===== src/rtl/mips_pkg.sv =====
// Shared pipeline definitions: operand forwarding selects and hazard FSM states.
package mips_pkg;

   localparam logic [1:0] FWD_REGFILE = 2'b00;
   localparam logic [1:0] FWD_WB      = 2'b01;
   localparam logic [1:0] FWD_MEM     = 2'b10;

   typedef enum logic [0:0] {
      StIdle,
      StStall1
   } hazard_state_e;

endpackage


===== src/rtl/forwarding_unit.sv =====
// Combinational operand source select for one EX-stage operand.
module forwarding_unit
   import mips_pkg::*;
(
   input  logic [4:0] addr_ex,
   input  logic       mem_reg_write,
   input  logic [4:0] mem_dest,
   input  logic       wb_reg_write,
   input  logic [4:0] wb_dest,
   output logic [1:0] fwd_sel
);

   logic mem_hit;
   logic wb_hit;

   always_comb begin
      mem_hit = mem_reg_write && (mem_dest == addr_ex) && (addr_ex != 5'd0);
      wb_hit  = wb_reg_write && (wb_dest == addr_ex) && (addr_ex != 5'd0);
      // The younger MEM result wins over the older WB result for the same register.
      if (mem_hit) begin
         fwd_sel = FWD_MEM;
      end else if (wb_hit) begin
         fwd_sel = FWD_WB;
      end else begin
         fwd_sel = FWD_REGFILE;
      end
   end

endmodule


===== src/rtl/hazard_unit.sv =====
// Pipeline hazard detection (load-use and branch-compare stalls) plus EX operand forwarding.
module hazard_unit
   import mips_pkg::*;
(
   input  logic        clk,
   input  logic        reset,
   input  logic [4:0]  addressRsId,
   input  logic [4:0]  addressRtId,
   input  logic        branchId,
   input  logic [4:0]  addressRsEx,
   input  logic [4:0]  addressRtEx,
   input  logic        memReadEx,
   input  logic        regWriteEx,
   input  logic [4:0]  regWriteRegisterEx,
   input  logic        memReadMemInput,
   input  logic        regWriteMemInput,
   input  logic [4:0]  regWriteRegisterMemInput,
   input  logic        regWriteWbInput,
   input  logic [4:0]  regWriteAddressWbInput,
   output logic        hazard,
   output logic [1:0]  forwardingMux0Ex,
   output logic [1:0]  forwardingMux1Ex,
   output logic [31:0] stallCount
);

   hazard_state_e state_q, state_d;
   logic [31:0]   stall_count_q;
   logic [1:0]    stall_len;
   logic          dep_ex;
   logic          dep_mem;
   logic [1:0]    fwd_a;
   logic [1:0]    fwd_b;

   forwarding_unit u_fwd_a (
      .addr_ex       (addressRsEx),
      .mem_reg_write (regWriteMemInput),
      .mem_dest      (regWriteRegisterMemInput),
      .wb_reg_write  (regWriteWbInput),
      .wb_dest       (regWriteAddressWbInput),
      .fwd_sel       (fwd_a)
   );

   forwarding_unit u_fwd_b (
      .addr_ex       (addressRtEx),
      .mem_reg_write (regWriteMemInput),
      .mem_dest      (regWriteRegisterMemInput),
      .wb_reg_write  (regWriteWbInput),
      .wb_dest       (regWriteAddressWbInput),
      .fwd_sel       (fwd_b)
   );

   always_comb begin
      forwardingMux0Ex = reset ? FWD_REGFILE : fwd_a;
      forwardingMux1Ex = reset ? FWD_REGFILE : fwd_b;
   end

   always_comb begin
      dep_ex  = regWriteEx && (regWriteRegisterEx != 5'd0) &&
                ((regWriteRegisterEx == addressRsId) || (regWriteRegisterEx == addressRtId));
      dep_mem = regWriteMemInput && (regWriteRegisterMemInput != 5'd0) &&
                ((regWriteRegisterMemInput == addressRsId) ||
                 (regWriteRegisterMemInput == addressRtId));
      // A branch waiting on a load in EX needs the data two stages later, hence two bubbles.
      if (branchId && memReadEx && dep_ex) begin
         stall_len = 2'd2;
      end else if (memReadEx && dep_ex) begin
         stall_len = 2'd1;
      end else if (branchId && dep_ex) begin
         stall_len = 2'd1;
      end else if (branchId && memReadMemInput && dep_mem) begin
         stall_len = 2'd1;
      end else begin
         stall_len = 2'd0;
      end
   end

   // State register
   always_ff @(posedge clk) begin
      if (reset) begin
         state_q <= StIdle;
      end else begin
         state_q <= state_d;
      end
   end

   // Next-state logic
   always_comb begin
      state_d = state_q;
      unique case (state_q)
         StIdle:   state_d = (stall_len == 2'd2) ? StStall1 : StIdle;
         StStall1: state_d = StIdle;
         default:  state_d = StIdle;
      endcase
   end

   // Output logic
   always_comb begin
      hazard = 1'b0;
      if (!reset) begin
         unique case (state_q)
            StIdle:   hazard = (stall_len != 2'd0);
            StStall1: hazard = 1'b1;
            default:  hazard = 1'b0;
         endcase
      end
   end

   always_ff @(posedge clk) begin
      if (reset) begin
         stall_count_q <= 32'd0;
      end else if (hazard && (stall_count_q != 32'hFFFF_FFFF)) begin
         stall_count_q <= stall_count_q + 32'd1;
      end
   end

   assign stallCount = stall_count_q;

endmodule


===== config.mk =====
export PLATFORM = sky130hd
export DESIGN_NAME = hazard_unit
export DESIGN_NICKNAME = d
export VERILOG_FILES = /design/src/rtl/mips_pkg.sv /design/src/rtl/forwarding_unit.sv /design/src/rtl/hazard_unit.sv
export SDC_FILE = /design/constraint.sdc
export NUM_CORES = 1
export LEC_CHECK = 0
export ABC_AREA = 0
export ABC_CLOCK_PERIOD_IN_PS = 3450
export CORE_AREA = 2 2 80 82
export CTS_BUF_LIST = sky130_fd_sc_hd__clkbuf_4
export DETAILED_ROUTE_END_ITERATION = 8
export DIE_AREA = 0 0 82 84
export PLACE_DENSITY_LB_ADDON = 0.05
export SYNTH_ARGS = -nofsm -noshare
export SYNTH_HDL_FRONTEND = slang
export SYNTH_SLANG_ARGS = --single-unit
export TNS_END_PERCENT = 50

===== constraint.sdc =====
create_clock -name clk -period 3.45 [get_ports clk]
set_clock_uncertainty 0.1 [all_clocks]
set_input_delay 0.69 -clock clk [delete_from_list [all_inputs] [get_ports clk]]
set_output_delay 0.69 -clock clk [all_outputs]
set_load 0.1 [all_outputs]

### Yosys cells after proc, flatten, opt, wreduce, memory -nomap -nowiden

Index checks and enable logic that the tools add are counted.
W data, S select, Z words.

| operators by class | value |
|---|---|
| mux-type cells | 14 |
| bitwise logic cells | 1 |
| $add $sub $neg | 1 |
| eq/ne operators | 10 |
| reductions and logical operators | 26 |

Operator list:

| operator | count |
|---|---|
| $eq A5 B5 Y1 | 8 |
| $add A32 B1 Y32 const B | 1 |
| $ne A32 B32 Y1 const B | 1 |
| $reduce_bool A5 Y1 | 4 |
| $logic_and A1 B1 Y1 | 19 |
| $mux W2 | 5 |
| $mux W1 | 7 |
| $pmux W1 S2 | 2 |
| $eq A2 B2 Y1 const B | 1 |
| $logic_or A1 B1 Y1 | 2 |
| $reduce_bool A2 Y1 | 1 |
| $not A1 Y1 | 1 |

| storage, ports and cells | value |
|---|---|
| bits of input ports | 43 |
| register bits after elaboration | 33 |
| word-level logic and storage cells | 54 |

### Longest topological paths before layout

| logic depth | value |
|---|---|
| depth after elaboration | 12 |
| mapped depth | 10 |
| mapped depth without buffers | 8 |

### Modules after synthesis

A second synthesis with hierarchy kept.

| second synthesis, totals | value |
|---|---|
| cells, all modules | 297 |
| area total of the unflattened synthesis | 2,396.0 sq um |

Modules (own cells, without submodules):

| module | times used | cells each | area each (sq um) |
|---|---|---|---|
| hazard_unit | 1 | 259 | 2,103.3 |
| forwarding_unit | 2 | 19 | 146.4 |

### Worst setup path before layout

OpenSTA, ideal clock, no wires.

| timing path | value |
|---|---|
| path kind | input to output |
| start point | input addressRsEx[1] |
| end point | output forwardingMux0Ex[0] |
| setup slack | -1,638 ps |
| data arrival time | 4,298 ps |
| stages on the path | 4 |
| cells stage by stage | or4_1 nor2_1 nor4_1 nor4_1 |

| on the way | value |
|---|---|
| cells in the longest elaborated chain, start to end | 6 |
| elaborated cells on any way between the ends | 10 |
| classes of those cells | eq/ne (2); mux (3); reduce/logical (5) |

RTL lines:

| element | RTL line | text |
|---|---|---|
| from (decl) | hazard_unit.sv:10 | `input logic [4:0] addressRsEx,` |
| $eq A5 B5 Y1 | forwarding_unit.sv:18 | `wb_hit = wb_reg_write && (wb_dest == addr_ex) && (addr_ex != 5'd0);` |
| $logic_and A1 B1 Y1 (2 in series) | forwarding_unit.sv:18 |  |
| $mux W1 | forwarding_unit.sv:22 | `end else if (wb_hit) begin` |
| $mux W2 * | forwarding_unit.sv:20 | `if (mem_hit) begin` |
| $mux W2 * | hazard_unit.sv:53 | `forwardingMux0Ex = reset ? FWD_REGFILE : fwd_a;` |
| to (decl) | hazard_unit.sv:21 | `output logic [1:0] forwardingMux0Ex,` |

Every way passes the cells marked *; elsewhere a longest branch is shown, timed or not.

### Worst setup path in the final report

| timing path | value |
|---|---|
| start point | input regWriteRegisterEx[1] |
| end point | output hazard |

| on the way | value |
|---|---|
| cells in the longest elaborated chain, start to end | 10 |
| elaborated cells on any way between the ends | 15 |
| classes of those cells | eq/ne (2); mux (5); reduce/logical (8) |

RTL lines:

| element | RTL line | text |
|---|---|---|
| from (decl) | hazard_unit.sv:14 | `input logic [4:0] regWriteRegisterEx,` |
| $eq A5 B5 Y1 or $reduce_bool A5 Y1 (tied branches) | hazard_unit.sv:59, hazard_unit.sv:58 |  |
| $logic_or A1 B1 Y1 or $logic_and A1 B1 Y1 (tied branches) | hazard_unit.sv:59, hazard_unit.sv:58 |  |
| $logic_and A1 B1 Y1 * | hazard_unit.sv:58 | `dep_ex = regWriteEx && (regWriteRegisterEx != 5'd0) &&` |
| $logic_and A1 B1 Y1 | hazard_unit.sv:68 | `end else if (branchId && dep_ex) begin` |
| $mux W1 | hazard_unit.sv:68 |  |
| $mux W1 | hazard_unit.sv:66 | `end else if (memReadEx && dep_ex) begin` |
| $mux W2 * | hazard_unit.sv:64 | `if (branchId && memReadEx && dep_ex) begin` |
| $reduce_bool A2 Y1 * | hazard_unit.sv:101 | `StIdle: hazard = (stall_len != 2'd0);` |
| $pmux W1 S2 * | hazard_unit.sv:100 | `unique case (state_q)` |
| $mux W1 * | hazard_unit.sv:99 | `if (!reset) begin` |
| to (decl) | hazard_unit.sv:20 | `output logic hazard,` |

Marks and branches as above.

==> impl_results.md <==
* DP Cell Count at 446
* Net Count, Synth at 338
* Net Switching at 220 uW
* Initial antenna violation count at 0
* Yosys top cell area share at 28.0%
* HP Class: reg -> reg
* CP endpoint kind: output pin
* Root buffer cell: clkbuf_4
* Slowest-stage cell, CP: or4_1
* Async S/R FF share, synth at 0%
* Iter 0 DRT Violations at 68
* Cell-internal power at 549 uW
* Clock power frac at 28.9%
* # hold bufs at CTS at 0
* Power Density at 230 nW/um^2
* Setup WS pre-CTS at 0.0431 ns
* Gpl congestion at 0.853
* Slew headroom at 59.2%
* Final worst slack at 0.122 ns
* Total power at 769 uW
* Number of global-route vias before repair at 2290
* Ant diodes at 0
* Commonest cells after routing, fill and taps aside: buf_4, clkdlybuf4s50_1, xnor2_1
* GRT overflow at 0
* CP max FO at 4
* Area leader, netlist: dfxtp_1
* CP Data Required Time at 2.66 ns
* RSZ-0062 raised after global routing: false
* IO Pins at 80
* CP max stage delay at 0.53 ns
* Register area share after synthesis at 28.0%
* Via count at 2492
* Final nets at 420
* DR WL/cell at 14.4 um
* Cell-by-cell trace of the critical path: clkdlybuf4s50_1, or4_1, nor2_2, nor3_1, a22o_1, a21oi_4, inv_2, buf_12
* Ys flop type: dfxtp_1
* Final Cycle Share at 96.5%
* Yosys warning count at 0
* Leakage power at 1.15 nW
* Via density per instance at 5.49
* Filler cells at 616
* Finished Layout Cells at 454
* Post-synthesis cell area at 2360 sq um
* Crit path DAT at 2.54 ns
* Area Overhead vs Synth at 41.6%
* Core ar. at 6100 sq um
* Status: completed
* Clock sinks at 33
* FF+latch area at 661 sq um
* Multi-input gate area at 1630 sq um
* Die height at 84 um
* Switching Share at 28.6%
* Port bufs at 79
* Cells after synthesis at 294
* WS Path Type: in -> out
* Initial Utilization at 38.7%
* Clock buffer depth at 2
* Worst-skew pair later-pin latency at 0.34 ns
* Setup violations, final at 0
* Library cells used by synthesis at 45
* Final Max Tran Viols at 0
* Antenna Nets Post-Route at 0
* First-pass GRT wire length at 10.8 mm
* H-tree depth at 2
* CTS tree: yes
* Number of synthesized flops with an enable pin at 0
* Std cell rows at 29
* Slew @ Worst Pin at 0.606 ns
* Maxcap violations at 0
* F_max at 0.300 GHz
* Layout cells sized above 1 at 18.6%
* Num CTS Buffers at 5
* VDD IR max at 0.156 mV
* Syn_area_per_cell at 8.03 sq um
* Die ar. at 6890 sq um
* Min cycle time layout at 3.33 ns
* Flop pwr share at 49.8%
* WL final at 6.56 mm
* Ranking of synthesized cells by area: dfxtp_1, xnor2_1, nand2_1
* Pin count of the biggest net entering global routing at 35
* Comb pwr share at 21.4%
* DRC at 0
* Final Hold Fails at 0
* Crit path launch type: input pin
* Commonest non-fill, non-tap cell in the layout: buf_4
* DRT Pass-1 Iters at 4
* Seq cells post-synth at 33
* Post-DP HPWL at 5.12 mm
* Clk slew on worst S/H paths at 0.10 ns
* Die Wd at 82 um
* Gr usage total at 19.8%
## sequential cells by signal, summed over array words and instances, names as in the netlist
register	cells
stallCount	32
state_q	1
## kinds of logic (layout without fill, tap and decap cells)
| group | after synthesis | in the layout | share of synthesized area (%) |
|---|---|---|---|
| buffers and inverters | 23 | 106 | 4.13 |
| AND/OR/NAND/NOR | 136 | 136 | 32.4 |
| adder cells (fa/ha/maj) | 1 | 1 | 0.530 |
| multiplexers | 8 | 8 | 3.76 |
| XOR/XNOR | 44 | 44 | 16.3 |
| flip-flops | 33 | 33 | 28.0 |
| AO/OA/AOI/OAI | 49 | 49 | 14.9 |
## worst max-delay path: cells and delay by family
kind | cells | cell delay [ns]
AO/OA/AOI/OAI | 2 | 0.43
buffers and inverters | 3 | 0.68
AND/OR/NAND/NOR | 3 | 0.73
## cells in the mapped netlist (3+ instances only)
master,instances
nand4_1,15
nor4_1,12
and4_1,3
buf_2,3
o41ai_1,6
o311ai_0,6
mux2_1,5
or3_1,4
o21a_1,3
a211oi_1,3
nand3_1,15
dfxtp_1,33
clkbuf_1,12
a21oi_1,12
or4_1,12
nand2_1,26
nor2b_1,7
inv_1,4
o31a_1,3
and2_1,4
xnor2_1,39
nor3_1,8
o31ai_1,8
nor2_1,21
xor2_1,5
## power by group through the flow
| stage | sequential, mW | combinational [mW] | clock, mW |
|---|---|---|---|
| 6_report | 0.382 | 0.164 | 0.222 |
| 5_1_grt | 0.383 | 0.178 | 0.253 |
| 4_1_cts | 0.383 | 0.165 | 0.232 |
| 3_5_place_dp | 0.391 | 0.165 | 0 |
| 3_3_place_gp | 0.391 | 0.164 | 0 |
| 2_1_floorplan | 0.395 | 0.0766 | 0 |
## area by class of cell
| cell class | instances | area share, % |
|---|---|---|
| clock buffer | 5 | 1.12 |
| tap | 77 | 2.88 |
| inverter | 5 | 0.561 |
| clock inverter | 3 | 0.524 |
| sequential | 33 | 19.8 |
| multi-input combinational | 238 | 48.9 |
| timing repair buffer | 93 | 26.3 |
## through the flow
stage                     utilization, %  cell area, sq um  TNS (ns)  hold WS (ns)
after CTS                           54.7              3330         0         0.408
after global placement              53.8              3280         0         0.387
final                               54.8              3340         0         0.408
after detailed placement            53.8              3280         0         0.390
after floorplan                        -              2380    -0.515         0.366
after global routing                54.8              3340         0         0.437
## per-layer routing
metal	GRT usage [%]	vias to the layer above	share of wire (%)
li1	-	1263	-
met1	25.6	1163	45
met2	32.2	64	48
met3	5.74	2	6.8
met4	4.39	0	0.55
met5	0	-	0
## path summary, 6_finish.rpt
| check | startpoint | to | slack [ns] | cells past startpoint |
|---|---|---|---|---|
| hold / removal | stallCount[30] | stallCount[30] | 0.41 | 2 |
| hold reg to reg | stallCount[30] | stallCount[30] | 0.41 | 2 |
| setup / recovery | regWriteRegisterEx[1] | hazard | 0.12 | 8 |
| setup reg to reg | stallCount[24] | stallCount[22] | 0.75 | 8 |
## what timing repair did
item,CTS,global route
resized for setup,0,2
hold endpoints to repair,0,0
setup buffers,0,0
setup endpoints to repair,0,1
(Power assumes the default switching activity.)
